--- config.mk ---
export PLATFORM = sky130hd
export DESIGN_NAME = mc_controller
export DESIGN_NICKNAME = d
export VERILOG_FILES = /design/src/rtl/mips_pkg.sv /design/src/rtl/mc_controller_aludec.sv /design/src/rtl/mc_controller.sv
export SDC_FILE = /design/constraint.sdc
export NUM_CORES = 1
export LEC_CHECK = 0
export CAP_MARGIN = 25
export CORE_ASPECT_RATIO = 2
export CORE_MARGIN = 3
export CORE_UTILIZATION = 48
export CTS_BUF_LIST = sky130_fd_sc_hd__clkbuf_16
export DETAILED_ROUTE_END_ITERATION = 6
export PLACE_DENSITY = 0.8
export SKIP_LAST_GASP = 1
export SLEW_MARGIN = 15
export SYNTH_ARGS = -nofsm -noshare
export SYNTH_HDL_FRONTEND = slang
export SYNTH_SLANG_ARGS = --single-unit
--- constraint.sdc ---
create_clock -name clk -period 2.24 [get_ports clk]
set_input_delay 0.448 -clock clk [delete_from_list [all_inputs] [get_ports clk]]
set_output_delay 0.448 -clock clk [all_outputs]
set_load 0.02 [all_outputs]
--- src/rtl/mips_pkg.sv ---
// Shared encodings for the multicycle MIPS controller: FSM states, opcode and
// funct values, ALU control codes and datapath mux selects.
package mips_pkg;

   typedef enum logic [3:0] {
      S_FETCH,
      S_DECODE,
      S_MEMADR,
      S_MEMRD,
      S_MEMWB,
      S_MEMWR,
      S_EXEC,
      S_ALUWB,
      S_BEQEX,
      S_ADDIEX,
      S_ADDIWB,
      S_JEX,
      S_HALT
   } state_t;

   localparam logic [5:0] OP_LW    = 6'b100011;
   localparam logic [5:0] OP_SW    = 6'b101011;
   localparam logic [5:0] OP_RTYPE = 6'b000000;
   localparam logic [5:0] OP_BEQ   = 6'b000100;
   localparam logic [5:0] OP_ADDI  = 6'b001000;
   localparam logic [5:0] OP_J     = 6'b000010;

   localparam logic [5:0] FN_ADD = 6'b100000;
   localparam logic [5:0] FN_SUB = 6'b100010;
   localparam logic [5:0] FN_AND = 6'b100100;
   localparam logic [5:0] FN_OR  = 6'b100101;
   localparam logic [5:0] FN_SLT = 6'b101010;

   localparam logic [2:0] ALU_ADD = 3'b010;
   localparam logic [2:0] ALU_SUB = 3'b110;
   localparam logic [2:0] ALU_AND = 3'b000;
   localparam logic [2:0] ALU_OR  = 3'b001;
   localparam logic [2:0] ALU_SLT = 3'b111;

   localparam logic [1:0] ALUOP_ADD   = 2'b00;
   localparam logic [1:0] ALUOP_SUB   = 2'b01;
   localparam logic [1:0] ALUOP_FUNCT = 2'b10;

   localparam logic [1:0] SRCB_RT    = 2'b00;
   localparam logic [1:0] SRCB_FOUR  = 2'b01;
   localparam logic [1:0] SRCB_IMM   = 2'b10;
   localparam logic [1:0] SRCB_IMMSH = 2'b11;

   localparam logic [1:0] PCSRC_ALU    = 2'b00;
   localparam logic [1:0] PCSRC_ALUOUT = 2'b01;
   localparam logic [1:0] PCSRC_JUMP   = 2'b10;

   // States that complete an instruction and return to FETCH.
   function automatic logic is_terminal(input state_t s);
      return (s == S_MEMWB) || (s == S_MEMWR) || (s == S_ALUWB) ||
             (s == S_BEQEX) || (s == S_ADDIWB) || (s == S_JEX);
   endfunction

endpackage

--- src/rtl/mc_controller_aludec.sv ---
// ALU decoder: maps the FSM's aluop request and the R-type funct field to
// the 3-bit ALU control code, flagging funct values the ALU cannot execute.
module aludec
   import mips_pkg::*;
(
   input  logic [1:0] aluop,
   input  logic [5:0] funct,
   output logic [2:0] alucontrol,
   output logic       illegal_funct
);

   // Decode aluop/funct; an unknown funct falls back to add so the datapath
   // sees a harmless operation in the cycle before the FSM halts.
   always_comb begin
      alucontrol    = ALU_ADD;
      illegal_funct = 1'b0;
      case (aluop)
         ALUOP_SUB: alucontrol = ALU_SUB;
         ALUOP_FUNCT: begin
            case (funct)
               FN_ADD:  alucontrol = ALU_ADD;
               FN_SUB:  alucontrol = ALU_SUB;
               FN_AND:  alucontrol = ALU_AND;
               FN_OR:   alucontrol = ALU_OR;
               FN_SLT:  alucontrol = ALU_SLT;
               default: illegal_funct = 1'b1;
            endcase
         end
         default: alucontrol = ALU_ADD;
      endcase
   end

endmodule

--- src/rtl/mc_controller.sv ---
// Multicycle MIPS control unit: Moore FSM driving the datapath enables and
// mux selects, plus a retired-instruction counter and a sticky halt flag.
//
// state   | meaning
// --------+-----------------------------------------------
// FETCH   | read instruction at PC, latch IR, PC <= PC+4
// DECODE  | compute branch target, dispatch on opcode
// MEMADR  | compute lw/sw effective address
// MEMRD   | read data memory at ALU out
// MEMWB   | write loaded data to rt
// MEMWR   | write rt data to memory at ALU out
// EXEC    | R-type ALU operation selected by funct
// ALUWB   | write ALU out to rd
// BEQEX   | compare rs/rt, load branch target if equal
// ADDIEX  | rs + sign-extended immediate
// ADDIWB  | write ALU out to rt
// JEX     | load jump target into PC
// HALT    | illegal opcode/funct seen, wait for reset
module mc_controller
   import mips_pkg::*;
(
   input  logic        clk,
   input  logic        reset,
   input  logic [5:0]  opcode,
   input  logic [5:0]  funct,
   input  logic        zeroflag,
   output logic        pc_wenable,
   output logic        ir_wenable,
   output logic        iord,
   output logic        mem_wenable,
   output logic        reg_wenable,
   output logic        regdst,
   output logic        memtoreg,
   output logic        alusrca,
   output logic [1:0]  alusrcb,
   output logic [1:0]  pcsrc,
   output logic [2:0]  alucontrol,
   output logic        halted,
   output logic [31:0] instr_count
);

   state_t      state;
   state_t      state_next;
   state_t      out_state;
   logic        halted_q;
   logic [31:0] count_q;
   logic [1:0]  aluop;
   logic        pcwrite;
   logic        branch;
   logic        ir_we;
   logic        mem_we;
   logic        reg_we;
   logic        illegal_funct;

   // While reset is held the outputs look like FETCH, so the decode below
   // works from FETCH rather than whatever state the register holds.
   assign out_state = reset ? state : S_FETCH;

   aludec u_aludec (
      .aluop         (aluop),
      .funct         (funct),
      .alucontrol    (alucontrol),
      .illegal_funct (illegal_funct)
   );

   // State register, retired-instruction counter and sticky halt flag.
   always_ff @(posedge clk) begin
      if (!reset) begin
         state    <= S_FETCH;
         count_q  <= 32'd0;
         halted_q <= 1'b0;
      end else begin
         state <= state_next;
         if (is_terminal(state)) begin
            count_q <= count_q + 32'd1;
         end
         if (state_next == S_HALT) begin
            halted_q <= 1'b1;
         end
      end
   end

   // Next-state logic; opcode is only consulted after FETCH has loaded the IR.
   always_comb begin
      state_next = S_FETCH;
      case (state)
         S_FETCH:  state_next = S_DECODE;
         S_DECODE: begin
            case (opcode)
               OP_LW, OP_SW: state_next = S_MEMADR;
               OP_RTYPE:     state_next = S_EXEC;
               OP_BEQ:       state_next = S_BEQEX;
               OP_ADDI:      state_next = S_ADDIEX;
               OP_J:         state_next = S_JEX;
               default:      state_next = S_HALT;
            endcase
         end
         S_MEMADR: state_next = (opcode == OP_LW) ? S_MEMRD : S_MEMWR;
         S_MEMRD:  state_next = S_MEMWB;
         S_EXEC:   state_next = illegal_funct ? S_HALT : S_ALUWB;
         S_ADDIEX: state_next = S_ADDIWB;
         S_HALT:   state_next = S_HALT;
         default:  state_next = S_FETCH;
      endcase
   end

   // Moore output decode; every control defaults to 0 / add.
   always_comb begin
      pcwrite  = 1'b0;
      branch   = 1'b0;
      ir_we    = 1'b0;
      mem_we   = 1'b0;
      reg_we   = 1'b0;
      iord     = 1'b0;
      regdst   = 1'b0;
      memtoreg = 1'b0;
      alusrca  = 1'b0;
      alusrcb  = SRCB_RT;
      pcsrc    = PCSRC_ALU;
      aluop    = ALUOP_ADD;
      case (out_state)
         S_FETCH: begin
            ir_we   = 1'b1;
            pcwrite = 1'b1;
            alusrcb = SRCB_FOUR;
         end
         S_DECODE: alusrcb = SRCB_IMMSH;
         S_MEMADR: begin
            alusrca = 1'b1;
            alusrcb = SRCB_IMM;
         end
         S_MEMRD: iord = 1'b1;
         S_MEMWB: begin
            reg_we   = 1'b1;
            memtoreg = 1'b1;
         end
         S_MEMWR: begin
            iord   = 1'b1;
            mem_we = 1'b1;
         end
         S_EXEC: begin
            alusrca = 1'b1;
            aluop   = ALUOP_FUNCT;
         end
         S_ALUWB: begin
            reg_we = 1'b1;
            regdst = 1'b1;
         end
         S_BEQEX: begin
            alusrca = 1'b1;
            aluop   = ALUOP_SUB;
            pcsrc   = PCSRC_ALUOUT;
            branch  = 1'b1;
         end
         S_ADDIEX: begin
            alusrca = 1'b1;
            alusrcb = SRCB_IMM;
         end
         S_ADDIWB: reg_we = 1'b1;
         S_JEX: begin
            pcsrc   = PCSRC_JUMP;
            pcwrite = 1'b1;
         end
         default: ;
      endcase
   end

   assign pc_wenable  = reset & (pcwrite | (branch & zeroflag));
   assign ir_wenable  = reset & ir_we;
   assign mem_wenable = reset & mem_we;
   assign reg_wenable = reset & reg_we;
   assign halted      = reset & halted_q;
   assign instr_count = count_q;

endmodule
## Word-level counts from Yosys, hierarchy flattened

Index checks and enable logic that the tools add are counted.
W data, S select, Z words.

| word-level totals | value |
|---|---|
| flip-flop bits (word level) | 37 |
| input bits | 15 |
| output and inout port bits | 48 |
| word-level logic and storage cells | 83 |

| cells by class | value |
|---|---|
| add/subtract/negate cells | 1 |
| multiplexer cells | 21 |
| equality and inequality tests | 36 |
| bitwise gates (word level) | 7 |
| reductions and logical operators | 15 |

Operator list:

| kind | number |
|---|---|
| $eq A6 B6 Y1 const B | 7 |
| $eq A4 B4 Y1 const B | 10 |
| $add A32 B1 Y32 const B | 1 |
| $eq A4 B3 Y1 const B | 8 |
| $pmux W4 S7 | 1 |
| $pmux W4 S5 | 1 |
| $eq A4 B2 Y1 const B | 4 |
| $pmux W3 S4 | 1 |
| $mux W1 | 11 |
| $eq A4 B1 Y1 const B | 2 |
| $logic_not A4 Y1 | 2 |
| $mux W4 | 2 |
| $pmux W2 S2 | 2 |
| $reduce_or A2 Y1 | 4 |
| $and A1 B1 Y1 | 6 |
| $eq A6 B2 Y1 const B | 1 |
| $eq A6 B3 Y1 const B | 1 |
| $eq A6 B4 Y1 const B | 1 |
| $logic_not A6 Y1 | 1 |
| $pmux W2 S3 | 1 |
| $pmux W3 S2 | 1 |
| $logic_or A1 B1 Y1 | 5 |
| $reduce_or A5 Y1 | 1 |
| $reduce_or A4 Y1 | 1 |
| other kinds (5) | 5 |

## Depth between registers and ports, before layout

Gate-level depths: netlist (run 1).

| depth | value |
|---|---|
| depth after elaboration | 8 |
| mapped depth | 8 |

## Modules after synthesis

A second synthesis (run 1) with hierarchy kept.

| second synthesis, totals | value |
|---|---|
| cell total of the unflattened synthesis | 281 |
| area, all modules | 2184.6 µm² |

Modules (own cells, without submodules):

| module | area each (µm²) | seq. area each (µm²) | instances | cells an instance |
|---|---|---|---|---|
| mc_controller | 2035.7 | 740.7 | 1 | 261 |
| aludec | 148.9 | 0.0 | 1 | 20 |

## Least setup slack after synthesis (run 1)

Ideal clock, no wire load.

| timing | value |
|---|---|
| path kind | register -> output |
| start | register state[2] |
| end | output alucontrol[0] |
| slack | -0.094 ns |
| arrival time | 1.886 ns |
| required time | 1.792 ns |
| cell stages (with the launch flop) | 8 |
| cells stage by stage | dfxtp_1 buf_1 nor2_1 and3_1 inv_1 ha_1 nand2_1 nor3_1 |

| between the ends | value |
|---|---|
| word-level cells in the longest chain between the ends | 5 |
| elaborated cells on any way between the ends | 7 |
| classes of those cells | eq/ne (4); mux (3) |

Ends and longest elaborated chain:

| element | RTL line | RTL |
|---|---|---|
| from (decl) | mc_controller.sv:42 | `state_t state;` |
| from (signal assigned) | mc_controller.sv:73 | `state <= state_next;` |
| $mux W4 * | mc_controller.sv:57 | `assign out_state = reset ? state : S_FETCH;` |
| $eq A4 B4 Y1 / $eq A4 B3 Y1 (equally long branches) | mc_controller.sv:121 | `case (out_state)` |
| $pmux W2 S2 * | mc_controller.sv:121 |  |
| $eq A2 B2 Y1 / $eq A2 B1 Y1 (equally long branches) | mc_controller_aludec.sv:17 | `case (aluop)` |
| $pmux W3 S2 * | mc_controller_aludec.sv:17 |  |
| to (decl) | mc_controller.sv:37 | `output logic [2:0] alucontrol,` |

Mark *: on every way between the ends. The rest lies on a longest branch, timed or not.

## Worst setup path in the final report (run 1)

| timing | value |
|---|---|
| start | register state[0] |
| end | output reg_wenable |

| between the ends | value |
|---|---|
| word-level cells in the longest chain between the ends | 5 |
| elaborated cells on any way between the ends | 7 |
| classes of those cells | eq/ne (3); mux (2); bitwise (1); reduce/logical (1) |

Ends and longest elaborated chain:

| element | RTL line | RTL |
|---|---|---|
| $mux W4 * | mc_controller.sv:57 |  |
| $eq A4 B4 Y1 / $eq A4 B3 Y1 (equally long branches) | mc_controller.sv:121 |  |
| $reduce_or A3 Y1 (no source line) * | -- |  |
| $mux W1 * | mc_controller.sv:121 |  |
| $and A1 B1 Y1 * | mc_controller.sv:171 | `assign reg_wenable = reset & reg_we;` |
| to (decl) | mc_controller.sv:31 | `output logic reg_wenable,` |

Marked as above.

==> results.txt, run 1 <==
----------------------------------------------------
[Timing]
  Final setup fails ... 0
  Tmin final ... 2.231 ns
  Period Utilization, post-route ... approximately 100%
  Setup repair after global routing missed its margin ... yes
  Slew Viols, Final ... 0
  Minimum hold slack ... approximately 0.49 ns
  Maximum clock frequency ... 0.4482 GHz
  Max_slew headroom ... 68.89%
  Worst Clk Skew ... 0.004281 ns
  Actual slew at the worst max-slew pin ... 0.4632 ns
  Hold violation total from the final report ... 0

[Synth]
  Top-area cell type share of the netlist area ... 33.24%
  Post-synthesis cell area ... 2228 sq um
  Number of enable-type register cells in the synthesized netlist ... 0
  Synth Net Count ... approximately 300
  Synthesized area per cell ... 7.959 sq um
  Most area-consuming cells after synthesis ... sky130_fd_sc_hd__dfxtp_1 (33%), sky130_fd_sc_hd__o31ai_1 (6.1%), sky130_fd_sc_hd__or4_1 (5.4%)
  Count of different cell masters after synthesis ... 46
  Most used flip-flop cell after synthesis ... sky130_fd_sc_hd__dfxtp_1
  Register area share after synthesis ... 33.24%
  Synthesized instance count ... 280
  Synthesis-stage register bit count ... 37
  Total of warnings raised by yosys ... 0
  Async set-reset flop share out of synthesis ... 0%
  Most area-hungry cell type in the Yosys netlist ... sky130_fd_sc_hd__dfxtp_1

[Layout]
  Fraction of final layout cells sized beyond drive strength 1 ... 15.75%
  Layout fillers ... 364
  # nets final ... 379
  Antenna diodes ... 0
  Total non-filler cell area in the finished layout ... around 3200 sq um
  Post-route non-filler standard cell count ... 416
  Area added between synthesis and finish ... 45.82%

[Worst setup path]
  Type of destination of the critical path ... output pin
  Ordered list of cells on the worst path ... buf_6 > or2b_2 > a31oi_1 > nor2_1 > dlygate4sd2_1
  CP max-delay cell ... sky130_fd_sc_hd__dfxtp_1
  Buffering stage count on the worst path with inverters included ... 2
  Critical path data required time ... 1.79 ns
  Largest fanout on the critical path ... 15
  Crit path largest cell delay ... 0.40 ns
  Category of cells accounting for the largest share of critical-path delay ... buffers and inverters
  Nature of the critical path startpoint ... flop
  WS Path Type ... reg2out
  Arr. time, crit path ... 1.78 ns

[Global routing]
  Total congestion overflow after global routing ... 0
  Wire length of the first global-routing pass ... ~10000 um
  Vias in the first global route ... 2323
  Maximum number of pins on one net before global-route repair ... 37
  GRT Overall Usage ... 23.81%
  Initial antenna violation count ... 0

[Routing]
  Routed WL per cell ... ~15 um
  Count of unresolved DRC violations after routing ... 0
  Number of detailed-routing iterations run before antenna repair ... 7
  Antenna Violating Nets Remaining ... 0
  Iteration-0 DRC Markers ... approximately 50
  Via total after detailed routing ... 2417
  Routed vias/inst ... 5.810
  Routed wire length ... 6231 um

[Floorplan]
  Starting utilization of the core area ... roughly half
  Die area ... 5546 sq um
  # rows ... 34
  Floorplan die height ... 102.4 um
  IO Count ... 63
  Core ar. ... 4424 sq um
  Width of the chip ... approximately 54 um

[Clock network]
  Clock Sinks ... 37
  Clock tree from TritonCTS ... done
  Cts bufs inserted ... 5
  CTS Root Buffer Type ... sky130_fd_sc_hd__clkbuf_16
  Clock-pin slew reported for the worst setup and hold paths after clock tree synthesis ... 0.06 ns
  Clock insertion delay at the later pin of the skew report ... 0.28 ns
  Maximum clock path buffer count ... 2
  Number of levels in the clock H-tree ... 2

[Min path]
  Worst hold path type ... reg2reg

[Run status]
  Outcome ... completed

[Flow run]
  Max-cap violations ... 0

[Power and ir drop]
  Power density cells ... 670.3 nW/um^2
  Static power due to leakage ... 0.001199 uW
  Peak ir drop on the vdd network ... 0.6010 mV

[Place]
  Final weighted congestion in routability-driven placement ... 0.9646
  Number of input and output port buffers inserted ... 62
  DP Area ... between 3000 and 4000 sq um
  Sum of net half-perimeters after detailed placement ... 4691 um
  Dpl cells ... a little over 400

----------------------------------------------------
==> final timing paths <==
check | startpoint | to | slack, ns | cells past startpoint
worst max register to register | state[0] | instr_count[22] | 0.13 | 8
worst min-delay path | instr_count[31] | instr_count[31] | 0.49 | 2
worst min register to register | instr_count[31] | instr_count[31] | 0.49 | 2
worst max-delay path | state[0] | reg_wenable | 0.009 | 5
==> power by group <==
part | internal [uW] | switching (uW) | leakage (uW)
registers | 692 | 36.1 | 0.000299
clock network | 403 | 256 | 0.0000748
logic | 357 | 433 | 0.000825
total | 1450 | 725 | 0.00120
==> per-stage QoR <==
stage / TNS (ns) / worst slack, ns / power (uW) / utilization [%]
6_report: 0 / 0.008814 / 2178 / 73.44
5_1_grt: -0.1101 / -0.07113 / 2270 / 73.44
4_1_cts: -0.01146 / -0.01146 / 2159 / 72.57
3_5_place_dp: -5.287 / -0.7304 / 1511 / 69.06
3_3_place_gp: -5.072 / -0.6648 / 1506 / 69.06
2_1_floorplan: 0 / 0.05906 / 1181 / -
==> worst min-delay path: stages (launching register included) <==
cell                      delay [ns]
sky130_fd_sc_hd__dfxtp_1        0.32
sky130_fd_sc_hd__o31ai_1        0.06
sky130_fd_sc_hd__a21oi_1        0.06
==> state kept, by name (all words and copies together) (netlist names) <==
signal       count
instr_count     32
halted_q         1
state            4
==> cell usage after synthesis (2+ instances only) <==
master / count
sky130_fd_sc_hd__nor2b_1: 5
sky130_fd_sc_hd__inv_1: 7
sky130_fd_sc_hd__nand3_1: 15
sky130_fd_sc_hd__nor4_1: 2
sky130_fd_sc_hd__xor2_1: 9
sky130_fd_sc_hd__nand2b_1: 3
sky130_fd_sc_hd__o41ai_1: 2
sky130_fd_sc_hd__o31ai_1: 18
sky130_fd_sc_hd__buf_2: 7
sky130_fd_sc_hd__or4_1: 16
sky130_fd_sc_hd__nor2_1: 22
sky130_fd_sc_hd__o21bai_1: 2
sky130_fd_sc_hd__clkbuf_1: 7
sky130_fd_sc_hd__ha_1: 3
sky130_fd_sc_hd__o21ai_0: 8
sky130_fd_sc_hd__a211o_1: 2
sky130_fd_sc_hd__mux2i_1: 3
sky130_fd_sc_hd__a21oi_1: 23
sky130_fd_sc_hd__nor3_1: 9
sky130_fd_sc_hd__and2_1: 5
sky130_fd_sc_hd__nor3b_1: 2
sky130_fd_sc_hd__a22oi_1: 2
sky130_fd_sc_hd__a31oi_1: 6
sky130_fd_sc_hd__nand4_1: 8
sky130_fd_sc_hd__nand2_1: 19
sky130_fd_sc_hd__xnor2_1: 4
sky130_fd_sc_hd__and3_1: 8
sky130_fd_sc_hd__or3_1: 9
sky130_fd_sc_hd__dfxtp_1: 37
==> cells by family (layout without fill, tap and decap cells) <==
group	after synthesis	count (layout)	share of synthesized area, %
and+or+nand+nor	131	131	33.52
DFF	37	37	33.24
xor gates and xnor gates	13	13	5.110
muxes	3	3	1.348
buffers and inverters	25	107	5.110
adders and majority gates	3	3	1.685
AOI/OAI and AO/OA	68	68	19.99
==> cells in the final DEF, fill, tap and decap left out, types with 2 or more instances in the layout <==
master / n
sky130_fd_sc_hd__nand3_4: 2
sky130_fd_sc_hd__nand3_1: 14
sky130_fd_sc_hd__a21oi_1: 23
sky130_fd_sc_hd__o31ai_1: 18
sky130_fd_sc_hd__nand2_1: 19
sky130_fd_sc_hd__nor2_1: 20
sky130_fd_sc_hd__dlygate4sd2_1: 10
sky130_fd_sc_hd__inv_1: 8
sky130_fd_sc_hd__dlymetal6s2s_1: 2
sky130_fd_sc_hd__clkinv_2: 2
sky130_fd_sc_hd__dfxtp_1: 37
sky130_fd_sc_hd__buf_4: 29
sky130_fd_sc_hd__a31oi_1: 6
sky130_fd_sc_hd__a211o_1: 2
sky130_fd_sc_hd__or4_1: 16
sky130_fd_sc_hd__nand4_1: 8
sky130_fd_sc_hd__and3_1: 7
sky130_fd_sc_hd__nor2b_1: 4
sky130_fd_sc_hd__buf_2: 2
sky130_fd_sc_hd__or3_1: 9
sky130_fd_sc_hd__xnor2_1: 4
sky130_fd_sc_hd__and3_4: 2
sky130_fd_sc_hd__ha_4: 2
sky130_fd_sc_hd__clkbuf_16: 5
sky130_fd_sc_hd__a22oi_1: 2
sky130_fd_sc_hd__and2_1: 5
sky130_fd_sc_hd__xor2_1: 9
sky130_fd_sc_hd__o41ai_1: 2
sky130_fd_sc_hd__o21ai_0: 8
sky130_fd_sc_hd__mux2i_1: 3
sky130_fd_sc_hd__clkdlybuf4s50_1: 46
sky130_fd_sc_hd__o21bai_1: 2
sky130_fd_sc_hd__nor3_1: 8
sky130_fd_sc_hd__nor4_1: 2
sky130_fd_sc_hd__nand2b_1: 3
==> layout make-up <==
class,instances,area [sq um],area share (%)
multi-input cells,218,1450,44.63
clock buffers,5,125.1,3.851
inverters,8,30.03,0.9241
well taps,54,67.56,2.079
repair buffers,91,822.0,25.30
clock inverters,3,13.76,0.4236
flip-flops and latches,37,740.7,22.80
==> metal layers <==
metal	vias to the layer above	GRT usage (%)	wire [um]	share of wire [%]
li1	1207	-	-	-
met1	1129	22.97	2189	35
met2	65	45.71	3655	59
met3	16	3.212	204	3.3
met4	0	11.52	181	2.9
met5	-	0	0	0
==> timing repair <==
item / CTS / global route
pin swaps: 3 / 0
buffers inserted: 0 / 0
resized for setup: 31 / 10
hold buffers: 0 / 0
endpoints found under the setup margin: 16 / 16
(Power assumes the default switching activity.)
==> run 2: changes to the inputs <==
--- a/config.mk
+++ b/config.mk
@@ -11,6 +11,7 @@
 export CORE_UTILIZATION = 48
 export CTS_BUF_LIST = sky130_fd_sc_hd__clkbuf_16
 export DETAILED_ROUTE_END_ITERATION = 6
+export GPL_ROUTABILITY_DRIVEN = 0
 export PLACE_DENSITY = 0.8
 export SKIP_LAST_GASP = 1
 export SLEW_MARGIN = 15
==> results.txt, run 2 (synthesis gave the netlist of run 1 again) <==
----------------------------------------------------
[Flow run]
  Max-cap violations ... 0 (unchanged)

[Floorplan]
  Width of the chip ... 54.18 um (unchanged)
  Die area ... 5546 sq um (unchanged)
  # rows ... 34 (unchanged)
  Core ar. ... 4424 sq um (unchanged)
  IO Count ... 63 (unchanged)
  Starting utilization of the core area ... 50.37% (unchanged)
  Floorplan die height ... 102.4 um (unchanged)

[Clock network]
  Clock-pin slew reported for the worst setup and hold paths after clock tree synthesis ... 0.05 ns (was 0.06 ns)
  Maximum clock path buffer count ... 2 (unchanged)
  Post-cts hold buffer count ... 0 (unchanged)
  Clock Sinks ... 37 (unchanged)
  Number of levels in the clock H-tree ... 2 (unchanged)
  Clock tree from TritonCTS ... done (unchanged)
  Clock insertion delay at the later pin of the skew report ... 0.28 ns (about the same)
  CTS Root Buffer Type ... sky130_fd_sc_hd__clkbuf_16 (unchanged)
  Cts bufs inserted ... 5 (unchanged)

[Power and ir drop]
  Clock group share of total power ... 29.5% (was 30.3%)
  Power density cells ... 668.1 nW/um^2 (was 670.3 nW/um^2)
  Peak ir drop on the vdd network ... 0.6127 mV (was 0.6010 mV)
  Seq pwr share ... 32.9% (was 33.4%)
  Fraction of power spent switching nets ... 33.14% (was 33.30%)
  Switching power ... 733.5 uW (was 725.2 uW)
  Internal cell power ... 1480 uW (was 1453 uW)
  Static power due to leakage ... 0.001219 uW (was 0.001199 uW)
  Comb pwr share ... 37.6% (was 36.3%)

[Global routing]
  Met1 Track Usage GR ... 24.39% (was 22.97%)
  Total congestion overflow after global routing ... 0 (unchanged)
  Initial antenna violation count ... 0 (unchanged)
  Met3 usage in global routing ... 2.774% (was 3.212%)
  Vias in the first global route ... 2422 (was 2323)
  Grt peak-use layer ... met2 (unchanged)
  Maximum number of pins on one net before global-route repair ... 37 (unchanged)
  GRT Overall Usage ... 24.97% (was 23.81%)
  Global routing usage on met2 ... 46.35% (was 45.71%)
  Wire length of the first global-routing pass ... 10500 um (was 10010 um)

[Timing]
  Minimum hold slack ... 0.4904 ns (was 0.4868 ns)
  Period Utilization, post-route ... 99.21% (was 99.61%)
  Maximum clock frequency ... 0.4500 GHz (was 0.4482 GHz)
  Hold violation total from the final report ... 0 (unchanged)
  Actual slew at the worst max-slew pin ... 0.4618 ns (was 0.4632 ns)
  Tmin final ... 2.222 ns (was 2.231 ns)
  Slew Viols, Final ... 0 (unchanged)
  Max_slew headroom ... 68.98% (was 68.89%)
  Final setup fails ... 0 (unchanged)
  Setup repair after global routing missed its margin ... yes (unchanged)
  Worst Clk Skew ... 0.003408 ns (was 0.004281 ns)

[Worst setup path]
  Type of destination of the critical path ... output pin (unchanged)
  Critical path data required time ... 1.79 ns (about the same)
  Arr. time, crit path ... 1.77 ns (was 1.78 ns)
  Category of cells accounting for the largest share of critical-path delay ... buffers and inverters (unchanged)
  Number of cell instances on the worst register-to-register path ... 8 (unchanged)
  R2r endpoint ... instr_count[30] (was instr_count[22])
  Worst r2r src ... state[0] (unchanged)
  WS Path Type ... reg2out (unchanged)
  Buffering stage count on the worst path with inverters included ... 2 (unchanged)
  CP max-delay cell ... sky130_fd_sc_hd__dfxtp_1 (unchanged)
  Setup slack of the most critical reg-to-reg path ... 0.14 ns (was 0.13 ns)
  Ordered list of cells on the worst path ... buf_6 > or2b_2 > a31oi_1 > nor2_1 > dlygate4sd2_1 (unchanged)
  Nature of the critical path startpoint ... flop (unchanged)
  Largest fanout on the critical path ... 15 (unchanged)
  Crit path largest cell delay ... 0.40 ns (about the same)

[Min path]
  Hold Path Origin ... instr_count[31] (unchanged)
  Hold Path Sink ... instr_count[31] (unchanged)
  Worst hold path type ... reg2reg (unchanged)
  Number of stages on the worst hold path ... 2 (unchanged)

[Layout]
  Area of the multi-input gates ... 1459 sq um (was 1450 sq um)
  Most frequent cells in the layout ... sky130_fd_sc_hd__clkdlybuf4s50_1 (48), sky130_fd_sc_hd__dfxtp_1 (36), sky130_fd_sc_hd__buf_4 (36), sky130_fd_sc_hd__a21oi_1 (23), sky130_fd_sc_hd__nor2_1 (20) (was sky130_fd_sc_hd__clkdlybuf4s50_1 (46), sky130_fd_sc_hd__dfxtp_1 (37), sky130_fd_sc_hd__buf_4 (29), sky130_fd_sc_hd__a21oi_1 (23), sky130_fd_sc_hd__nor2_1 (20))
  # nets final ... 385 (was 379)
  Post-layout utilization of the core ... 74.89% (was 73.44%)
  Area added between synthesis and finish ... 48.68% (was 45.82%)
  Antenna diodes ... 0 (unchanged)
  Layout fillers ... 343 (was 364)
  Max reg flops ... 32 (unchanged)
  Commonest non-fill, non-tap cell in the layout ... sky130_fd_sc_hd__clkdlybuf4s50_1 (unchanged)
  Fraction of final layout cells sized beyond drive strength 1 ... 17.93% (was 15.75%)
  Reg area ... 742.0 sq um (was 740.7 sq um)

[Routing]
  Count of unresolved DRC violations after routing ... 0 (unchanged)
  Number of detailed-routing iterations run before antenna repair ... 4 (was 7)
  Routed wire length ... 6468 um (was 6231 um)
  Routed WL per cell ... 15.33 um (was 14.98 um)
  Routed vias/inst ... 5.922 (was 5.810)
  Iteration-0 DRC Markers ... 53 (was 51)
  Antenna Violating Nets Remaining ... 0 (unchanged)
  Via total after detailed routing ... 2499 (was 2417)

[Place]
  Number of input and output port buffers inserted ... 62 (unchanged)
  Sum of net half-perimeters after detailed placement ... 4661 um (was 4691 um)

[Run status]
  Outcome ... completed (unchanged)

----------------------------------------------------
-- run 2: changes by cell type in the layout (fill, tap and decap cells not counted), sizes merged --
cell           delta
dlygate4sd2       -2
buf               +6
dlymetal6s2s      -1
clkdlybuf4s50     +2
clkdlybuf4s15     +1
clkinv            +1
inv               -1
-- run 2: worst register-to-register path: stages (launching register included) --
cell and delay (ns):
sky130_fd_sc_hd__dfxtp_1 0.40, sky130_fd_sc_hd__buf_6 0.19, sky130_fd_sc_hd__or2b_4 0.14, sky130_fd_sc_hd__buf_4 0.13, sky130_fd_sc_hd__a22o_4 0.23, sky130_fd_sc_hd__nand3_1 0.10, sky130_fd_sc_hd__buf_4 0.20, sky130_fd_sc_hd__or4_1 0.47
sky130_fd_sc_hd__a21oi_1 0.17
-- run 2: metrics by stage --
step	power (uW)	std cells	setup WS [ns]	instance area (sq um)	setup TNS (ns)
after floorplan	1181	280	0.05906	2233	0
after global placement	1508	408	-0.6984	3055	-5.281
after detailed placement	1519	408	-0.7760	3055	-5.749
after CTS	2184	416	0.01172	3222	0
after global routing	2338	422	-0.08409	3313	-0.1576
final	2214	422	0.01775	3313	0
-- run 2: cell type report --
cell class	instances	share of cell area (%)
clock inverters	3	0.3776
clock buffers	5	3.776
inverters	8	0.9063
multi-input cells	218	44.03
well taps	54	2.039
repair buffers	97	26.47
flip-flops and latches	37	22.39
-- run 2: power by group through the flow --
stage                     combinational (uW)  clock [uW]  sequential, uW
after floorplan                          441           0             740
after global placement                   775           0             733
after detailed placement                 786           0             733
after CTS                                799         659             726
after global routing                     907         697             734
final                                    833         652             729
-- run 2: routing by layer --
metal  wire (um)  up-vias
met5           0        -
met4         320        0
met3         205       27
met2        3719       84
met1        2222     1165
li1            -     1223
-- run 2: timing repair --
action | 4_1_cts | 5_1_grt
endpoints found under the setup margin | 16 | 18
gates cloned | 0 | 0
resized for setup | 36 | 11
setup buffers | 0 | 6
pin swaps | 3 | 2
-- run 2: worst max-delay path by stage --
stage                        start       endpoint  slack (ns)  depth (start not counted)
after floorplan           state[2]  alucontrol[0]        0.06                          7
after detailed placement     reset  alucontrol[0]       -0.78                          9
after CTS                 state[1]    reg_wenable        0.01                          6
after global placement       reset  alucontrol[1]       -0.70                          8
final                     state[0]    reg_wenable        0.02                          5
after global routing      state[0]    reg_wenable       -0.08                          5
